<file path="src/rtl/core_seq_if.sv">
// core_seq_if: tile request, core status and instruction bus between a host and core_seq.
// master drives the request side; slave is the sequencer.
interface core_seq_if #(
    parameter int unsigned col     = 8,
    parameter int unsigned addr_bw = 11
);
    logic               start;
    logic [addr_bw-1:0] w_base;
    logic [addr_bw-1:0] a_base;
    logic [addr_bw-1:0] p_base;
    logic [addr_bw-1:0] n_act;
    logic [col-1:0]     ofifo_valid;
    logic [33:0]        inst;
    logic               busy;
    logic               done;

    modport master (
        output start, w_base, a_base, p_base, n_act, ofifo_valid,
        input  inst, busy, done
    );

    modport slave (
        input  start, w_base, a_base, p_base, n_act, ofifo_valid,
        output inst, busy, done
    );
endinterface

</file>
<file path="src/rtl/core_seq.sv">
// core_seq: per-tile sequencer producing the registered 34-bit core instruction word.
// Define CORE_SEQ_ACC_EN to add the ACC read/write-back phase between DRAIN and DONE.
module core_seq #(
    parameter int unsigned row     = 8,
    parameter int unsigned col     = 8,
    parameter int unsigned addr_bw = 11
) (
    input logic       clk,
    input logic       reset,
    core_seq_if.slave bus
);
    localparam int unsigned CW = (addr_bw + 1 > $clog2(row + col + 1)) ?
                                 addr_bw + 1 : $clog2(row + col + 1);
    // Both SRAMs deselected, write-enables inactive, everything else low.
    localparam logic [33:0] IdleInst = 34'h1_800C_0000;

`ifdef CORE_SEQ_ACC_EN
    typedef enum logic [3:0] {
        StIdle, StWrd, StWker, StArd, StExec, StWaito, StDrain, StAcc, StDone
    } state_e;
`else
    typedef enum logic [3:0] {
        StIdle, StWrd, StWker, StArd, StExec, StWaito, StDrain, StDone
    } state_e;
`endif

    state_e             state_q, state_d;
    logic [CW-1:0]      cnt_q, cnt_d;
    logic [CW-1:0]      wcnt_q, wcnt_d;
    logic               rd_q, rd_d;
    logic               wr_q, wr_d;
    logic [addr_bw-1:0] w_base_q, w_base_d;
    logic [addr_bw-1:0] a_base_q, a_base_d;
    logic [addr_bw-1:0] p_base_q, p_base_d;
    logic [addr_bw-1:0] n_act_q, n_act_d;
    logic [33:0]        inst_q, inst_d;
    logic               busy_q, busy_d;
    logic               done_q, done_d;
    logic [CW-1:0]      n_ext_q, n_ext_d;
    logic               all_valid;
`ifdef CORE_SEQ_ACC_EN
    logic               ph_q, ph_d;
`endif

    assign all_valid = &bus.ofifo_valid;
    assign n_ext_q   = CW'(n_act_q);
    assign n_ext_d   = CW'(n_act_d);

    // Next-state: counters index the beat currently on the bus.
    always_comb begin
        state_d  = state_q;
        cnt_d    = cnt_q;
        wcnt_d   = wcnt_q;
        rd_d     = 1'b0;
        wr_d     = 1'b0;
        w_base_d = w_base_q;
        a_base_d = a_base_q;
        p_base_d = p_base_q;
        n_act_d  = n_act_q;
`ifdef CORE_SEQ_ACC_EN
        ph_d     = 1'b0;
`endif
        unique case (state_q)
            StIdle: begin
                if (bus.start) begin
                    w_base_d = bus.w_base;
                    a_base_d = bus.a_base;
                    p_base_d = bus.p_base;
                    n_act_d  = bus.n_act;
                    cnt_d    = '0;
                    wcnt_d   = '0;
                    state_d  = (bus.n_act == '0) ? StDone : StWrd;
                end
            end
            StWrd: begin
                if (cnt_q == CW'(row)) begin
                    state_d = StWker;
                    cnt_d   = '0;
                end else begin
                    cnt_d = cnt_q + 1'b1;
                end
            end
            StWker: begin
                if (cnt_q == CW'(row + col - 1)) begin
                    state_d = StArd;
                    cnt_d   = '0;
                end else begin
                    cnt_d = cnt_q + 1'b1;
                end
            end
            StArd: begin
                if (cnt_q == n_ext_q) begin
                    state_d = StExec;
                    cnt_d   = '0;
                end else begin
                    cnt_d = cnt_q + 1'b1;
                end
            end
            StExec: begin
                if (cnt_q == n_ext_q - 1'b1) begin
                    state_d = StWaito;
                    cnt_d   = '0;
                end else begin
                    cnt_d = cnt_q + 1'b1;
                end
            end
            StWaito: begin
                if (all_valid) begin
                    state_d = StDrain;
                    rd_d    = 1'b1;
                    cnt_d   = CW'(1);
                    wcnt_d  = '0;
                end
            end
            StDrain: begin
                // cnt counts reads issued, wcnt indexes the next pmem write.
                wr_d = rd_q;
                if (wr_q) wcnt_d = wcnt_q + 1'b1;
                if (all_valid && (cnt_q < n_ext_q)) begin
                    rd_d  = 1'b1;
                    cnt_d = cnt_q + 1'b1;
                end
                if (wr_q && (wcnt_q == n_ext_q - 1'b1)) begin
                    cnt_d = '0;
`ifdef CORE_SEQ_ACC_EN
                    state_d = StAcc;
`else
                    state_d = StDone;
`endif
                end
            end
`ifdef CORE_SEQ_ACC_EN
            StAcc: begin
                ph_d = ~ph_q;
                if (ph_q) begin
                    if (cnt_q == n_ext_q - 1'b1) begin
                        state_d = StDone;
                        cnt_d   = '0;
                        ph_d    = 1'b0;
                    end else begin
                        cnt_d = cnt_q + 1'b1;
                    end
                end
            end
`endif
            StDone:  state_d = StIdle;
            default: state_d = StIdle;
        endcase
    end

    // Output decode from next-state values so the registered word matches its phase.
    always_comb begin
        inst_d = IdleInst;
        busy_d = (state_d != StIdle);
        done_d = (state_d == StDone);
        unique case (state_d)
            StWrd: begin
                if (cnt_d < CW'(row)) begin
                    inst_d[19]   = 1'b0;
                    inst_d[17:7] = w_base_d + cnt_d[addr_bw-1:0];
                end
                inst_d[2] = (cnt_d != '0);
            end
            StWker: begin
                inst_d[0] = 1'b1;
                inst_d[3] = 1'b1;
            end
            StArd: begin
                if (cnt_d < n_ext_d) begin
                    inst_d[19]   = 1'b0;
                    inst_d[17:7] = a_base_d + cnt_d[addr_bw-1:0];
                end
                inst_d[2] = (cnt_d != '0);
            end
            StExec: begin
                inst_d[1] = 1'b1;
                inst_d[3] = 1'b1;
            end
            StDrain: begin
                inst_d[6] = rd_d;
                if (wr_d) begin
                    inst_d[32]    = 1'b0;
                    inst_d[31]    = 1'b0;
                    inst_d[30:20] = p_base_d + wcnt_d[addr_bw-1:0];
                end
            end
`ifdef CORE_SEQ_ACC_EN
            StAcc: begin
                inst_d[32]    = 1'b0;
                inst_d[31]    = ~ph_d;
                inst_d[33]    = ph_d;
                inst_d[30:20] = p_base_d + cnt_d[addr_bw-1:0];
            end
`endif
            default: inst_d = IdleInst;
        endcase
    end

    always_ff @(posedge clk) begin
        if (reset) begin
            state_q  <= StIdle;
            cnt_q    <= '0;
            wcnt_q   <= '0;
            rd_q     <= 1'b0;
            wr_q     <= 1'b0;
            w_base_q <= '0;
            a_base_q <= '0;
            p_base_q <= '0;
            n_act_q  <= '0;
            inst_q   <= IdleInst;
            busy_q   <= 1'b0;
            done_q   <= 1'b0;
`ifdef CORE_SEQ_ACC_EN
            ph_q     <= 1'b0;
`endif
        end else begin
            state_q  <= state_d;
            cnt_q    <= cnt_d;
            wcnt_q   <= wcnt_d;
            rd_q     <= rd_d;
            wr_q     <= wr_d;
            w_base_q <= w_base_d;
            a_base_q <= a_base_d;
            p_base_q <= p_base_d;
            n_act_q  <= n_act_d;
            inst_q   <= inst_d;
            busy_q   <= busy_d;
            done_q   <= done_d;
`ifdef CORE_SEQ_ACC_EN
            ph_q     <= ph_d;
`endif
        end
    end

    assign bus.inst = inst_q;
    assign bus.busy = busy_q;
    assign bus.done = done_q;
endmodule
</file>
<file path="src/flat_wrapper.sv">
// flat-port wrapper written by rule: the top's interface ports become plain ports
module core_seq_flat 
#(
    parameter int unsigned row     = 8,
    parameter int unsigned col     = 8,
    parameter int unsigned addr_bw = 11
)
  (clk, reset, bus_start, bus_w_base, bus_a_base, bus_p_base, bus_n_act, bus_ofifo_valid, bus_inst, bus_busy, bus_done);
  core_seq_if #(.col(col), .addr_bw(addr_bw)) bus_i ();
  input logic clk;
  input logic reset;
  input wire logic [$bits(bus_i.start)-1:0] bus_start;
  input wire logic [$bits(bus_i.w_base)-1:0] bus_w_base;
  input wire logic [$bits(bus_i.a_base)-1:0] bus_a_base;
  input wire logic [$bits(bus_i.p_base)-1:0] bus_p_base;
  input wire logic [$bits(bus_i.n_act)-1:0] bus_n_act;
  input wire logic [$bits(bus_i.ofifo_valid)-1:0] bus_ofifo_valid;
  output wire logic [$bits(bus_i.inst)-1:0] bus_inst;
  output wire logic [$bits(bus_i.busy)-1:0] bus_busy;
  output wire logic [$bits(bus_i.done)-1:0] bus_done;
  assign bus_i.start = bus_start;
  assign bus_i.w_base = bus_w_base;
  assign bus_i.a_base = bus_a_base;
  assign bus_i.p_base = bus_p_base;
  assign bus_i.n_act = bus_n_act;
  assign bus_i.ofifo_valid = bus_ofifo_valid;
  assign bus_inst = bus_i.inst;
  assign bus_busy = bus_i.busy;
  assign bus_done = bus_i.done;
  core_seq #(.row(row), .col(col), .addr_bw(addr_bw)) u_core (.clk(clk), .reset(reset), .bus(bus_i));
endmodule
</file>
<file path="config.mk">
export PLATFORM = sky130hd
export DESIGN_NAME = core_seq_flat
export DESIGN_NICKNAME = d
export VERILOG_FILES = /design/src/rtl/core_seq_if.sv /design/src/rtl/core_seq.sv /design/src/flat_wrapper.sv
export SDC_FILE = /design/constraint.sdc
export NUM_CORES = 1
export LEC_CHECK = 0
export CAP_MARGIN = 20
export CORE_ASPECT_RATIO = 1.1
export CORE_MARGIN = 4
export CORE_UTILIZATION = 45
export DETAILED_ROUTE_END_ITERATION = 16
export GPL_TIMING_DRIVEN = 0
export PLACE_DENSITY_LB_ADDON = 0.15
export SLEW_MARGIN = 20
export SYNTH_ARGS = -nofsm -noshare
export SYNTH_HDL_FRONTEND = slang
export SYNTH_SLANG_ARGS = --single-unit
</file>
<file path="constraint.sdc">
create_clock -name clk -period 16.6 [get_ports clk]
set_input_delay 2.49 -clock clk [delete_from_list [all_inputs] [get_ports clk]]
set_output_delay 2.49 -clock clk [all_outputs]
set_load 0.1 [all_outputs]
</file>
==> results.ini, run 1 <==
[placement]
port_buffers=86
dpl_worst_slack_ns=8.62
place_inst=1108
hpwlAfterDp_um=14600
placement.cell_area_sq_um=8190
gp_congestion=0.893

[finish]
drive_gt1_frac=0.0765
antenna_cells=0
stdcell_area_sq_um=8480
layoutNonFillerInstCount=1124
fin_util=0.557
layout-area-overhead-vs-synth_pct=19.9
nets=1037

[critical_path]
cp-start-kind=input port
cp_max_fo=10
cp.required_ns=16.88
r2r_slack_ns=10.30
reg2regPathDepth=23
crit_chain=clkdlybuf4s50_1, nand4_1, nor2_1, nand3_1, or3_1, a211oi_1, or3_1, buf_2, clkbuf_1, a21oi_1, o21ai_0, ha_1, and4_1, a21oi_1, nand2_1, a221oi_1, o21ai_0, a2111o_1, a41oi_2, buf_6, o2bb2ai_1
arrival_ns=7.96
worstReg2RegEnd=u_core.bus.inst[16]
crit_path_end_kind=flop
critPathSlowestCell=o21ai_0
r2r-start=u_core.n_act_q[0]
cp-startpoint=bus_ofifo_valid[7]
crit_type=input port to flop
slowest_delay_ns=0.56

[outcome]
outcome=completed

[detailed_routing]
drt_iter0_drc=322
wirelength_um=18600
drtAntennaViolNets=0
vias=6230
firstDrtPassIters=5
drc=0
wl_per_cell_um=16.6
via_per_inst=5.54

[cts]
cts_tree=done
cts_hold_buf=0
ctsHtreeMaxLevel=3
cts.sinks=105
cts_setup_buffers=0
clockBufferDepth=2
clockRootBuffer=clkbuf_16
clk_pin_slew_worst_paths_ns=0.07
cts_resized=0
numCtsBuffers=9
insertion_delay_ns=0.36

[timing]
setup-violations-final=0
fin_crit_sh=0.463
hold_viol=0
worst_slack_ns=8.91
holdWs_ns=0.512
tightestPinTransition_ns=0.974
slew_violations=0
fmax_mhz=130
fin_setup_tns_ns=0
period_needed_ns=7.69
skew_ns=0.00966
relSlewSlack=0.349
rsz0062_at_grt=no

[worst_hold_path]
worstHoldStart=u_core.rd_q
hp-class=flop to flop
holdPathEnd=u_core.wr_q
hold_depth=1

[synthesis]
yosysSeqAreaShare=0.297
synth_edf_count=0
netlist_area_sq_um=7070
ys_seq_elements=105
synth_area_per_cell_sq_um=8.59
synth.distinct_cells=74
async_reset_ff_frac=0
synth_cells=823
yosys_most_used_dff=dfxtp_1
ys_warn_count=0

[die]
start_util=0.464
die-height_um=139
dieArea_sq_um=17800
die_w_um=128
core_sq_um=15200
pin_count=91
fp-row-count=47

[global_routing]
grt_use_met1=0.275
grt_max_degree=17
busiest_layer=met2
grt_overflow=0
grt_use_total=0.211
grt_pass1_wl_um=30200
grt_use_met2=0.359
antenna_found_initial=0
met3_usage=0.0330
first_global_vias=5973

[pwr]
leakagePower_nw=3.62
irDropWorstVdd_v=0.0000528
powerDensity_nw_per_um2=68.8
p_total_mw=0.584

[flow_run]
cap_viol_max_count=0

## layout make-up
cell class / count / area (sq um)
tap: 196 / 245
multi-input combinational: 633 / 4600
clock inverter: 3 / 22.5
inverter: 38 / 143
sequential: 105 / 2100
clock buffer: 13 / 270
buffer: 50 / 231
fill: 1456 / 6750
timing repair buffer: 86 / 861
## placed cells by master (no fill, tap or decap), types with 18 or more instances in the layout
| master | synthesis | layout |
|---|---|---|
| dfxtp_1 | 105 | 105 |
| a21o_1 | 21 | 21 |
| inv_1 | 37 | 37 |
| xor2_1 | 18 | 18 |
| nor3_1 | 24 | 24 |
| nand3_1 | 19 | 19 |
| o21ai_0 | 35 | 35 |
| clkbuf_1 | 37 | 38 |
| mux2i_1 | 19 | 19 |
| ha_1 | 56 | 56 |
| mux2_2 | 30 | 30 |
| clkdlybuf4s50_1 | 0 | 86 |
| nor2_1 | 68 | 68 |
| xnor2_1 | 33 | 33 |
| a21oi_1 | 38 | 38 |
| nand2_1 | 35 | 35 |
| nor2b_1 | 55 | 55 |
## worst max-delay path, delay by kind of cell
kind / cells / cell delay [ns]
AOI/OAI and AO/OA: 9 / 2.39
and+or+nand+nor: 7 / 1.52
adders and majority gates: 1 / 0.37
buffers and inverters: 4 / 1.20
## logic make-up after synthesis
kind of cell    synth area share
mux                       0.0747
fa+ha+maj                  0.108
flops                      0.297
simple gates               0.224
xor+xnor                  0.0727
buf+inv                   0.0529
other cells              0.00106
compound gates             0.170
## layer usage
metal  routed length [um]  vias up
met1                 8450     2914
met2                 9020      149
met3                  843       16
met5                    0        -
li1                     -     3151
met4                  296        0
## synthesized netlist by cell type, drive strengths merged, types with 15 or more instances
cell    count  area [sq um]
nor3       25           130
a21oi      38           190
ha         56           701
nor2       68           255
nor2b      55           344
o21ai      35           175
clkbuf     37           139
xnor2      33           289
dfxtp     105          2100
nand4      15          93.8
xor2       18           158
inv        37           139
nand3      19          95.1
mux2i      19           190
nand2      35           131
mux2       30           338
a21o       21           158
## report_power, final
group,internal (mW),switching (mW),total (mW)
Clock,0.115,0.0994,0.214
Combinational,0.0488,0.0599,0.109
Sequential,0.258,0.00270,0.261
Total,0.422,0.162,0.584
## sequential cells by signal, summed over array words and instances (netlist names)
register and count:
u_core.bus.inst 29, u_core.cnt_q 12, u_core.wcnt_q 12, u_core.a_base_q 11, u_core.n_act_q 11, u_core.p_base_q 11
u_core.w_base_q 11, u_core.state_q 4, u_core.bus.busy 1, u_core.bus.done 1, u_core.rd_q 1, u_core.wr_q 1
## how the worst max path moves through the flow
stage,slack (ns),endpoint,cells past startpoint
5_1_grt,8.53,u_core.bus.inst[8],22
2_1_floorplan,10.19,u_core.bus.inst[12],20
6_report,8.91,u_core.bus.inst[8],21
3_3_place_gp,8.56,u_core.bus.inst[11],21
3_5_place_dp,8.62,u_core.bus.inst[8],21
4_1_cts,8.96,u_core.bus.inst[7],21
(Power assumes the default switching activity.)
==> run 2: changes to the inputs <==
==> constraint.sdc (replaced) <==
create_clock -name clk -period 7.4 [get_ports clk]
set_input_delay 1.11 -clock clk [delete_from_list [all_inputs] [get_ports clk]]
set_output_delay 1.11 -clock clk [all_outputs]
set_load 0.1 [all_outputs]
==> results of run 2 <==
The final DEF is identical to that of run 1. Status: completed.
Main changes from that run: setup slack after placement 8.62 ns -> 0.799 ns; setup slack after layout 8.91 ns -> 1.09 ns; register-to-register setup slack 10.30 ns -> 1.10 ns; total power 0.584 mW -> 1.31 mW; worst IR drop on VDD 0.0000528 V -> 0.000118 V
==> run 3: changes to the inputs <==
--- a/config.mk
+++ b/config.mk
@@ -12,6 +12,7 @@
 export DETAILED_ROUTE_END_ITERATION = 16
 export GPL_TIMING_DRIVEN = 0
 export PLACE_DENSITY_LB_ADDON = 0.15
+export SETUP_SLACK_MARGIN = 0.15
 export SLEW_MARGIN = 20
 export SYNTH_ARGS = -nofsm -noshare
 export SYNTH_HDL_FRONTEND = slang
==> results of run 3 <==
The final DEF is identical to that of run 1. Status: completed.
Main changes from that run: setup slack after placement 8.62 ns -> 0.799 ns; setup slack after layout 8.91 ns -> 1.09 ns; register-to-register setup slack 10.30 ns -> 1.10 ns; total power 0.584 mW -> 1.31 mW; worst IR drop on VDD 0.0000528 V -> 0.000118 V
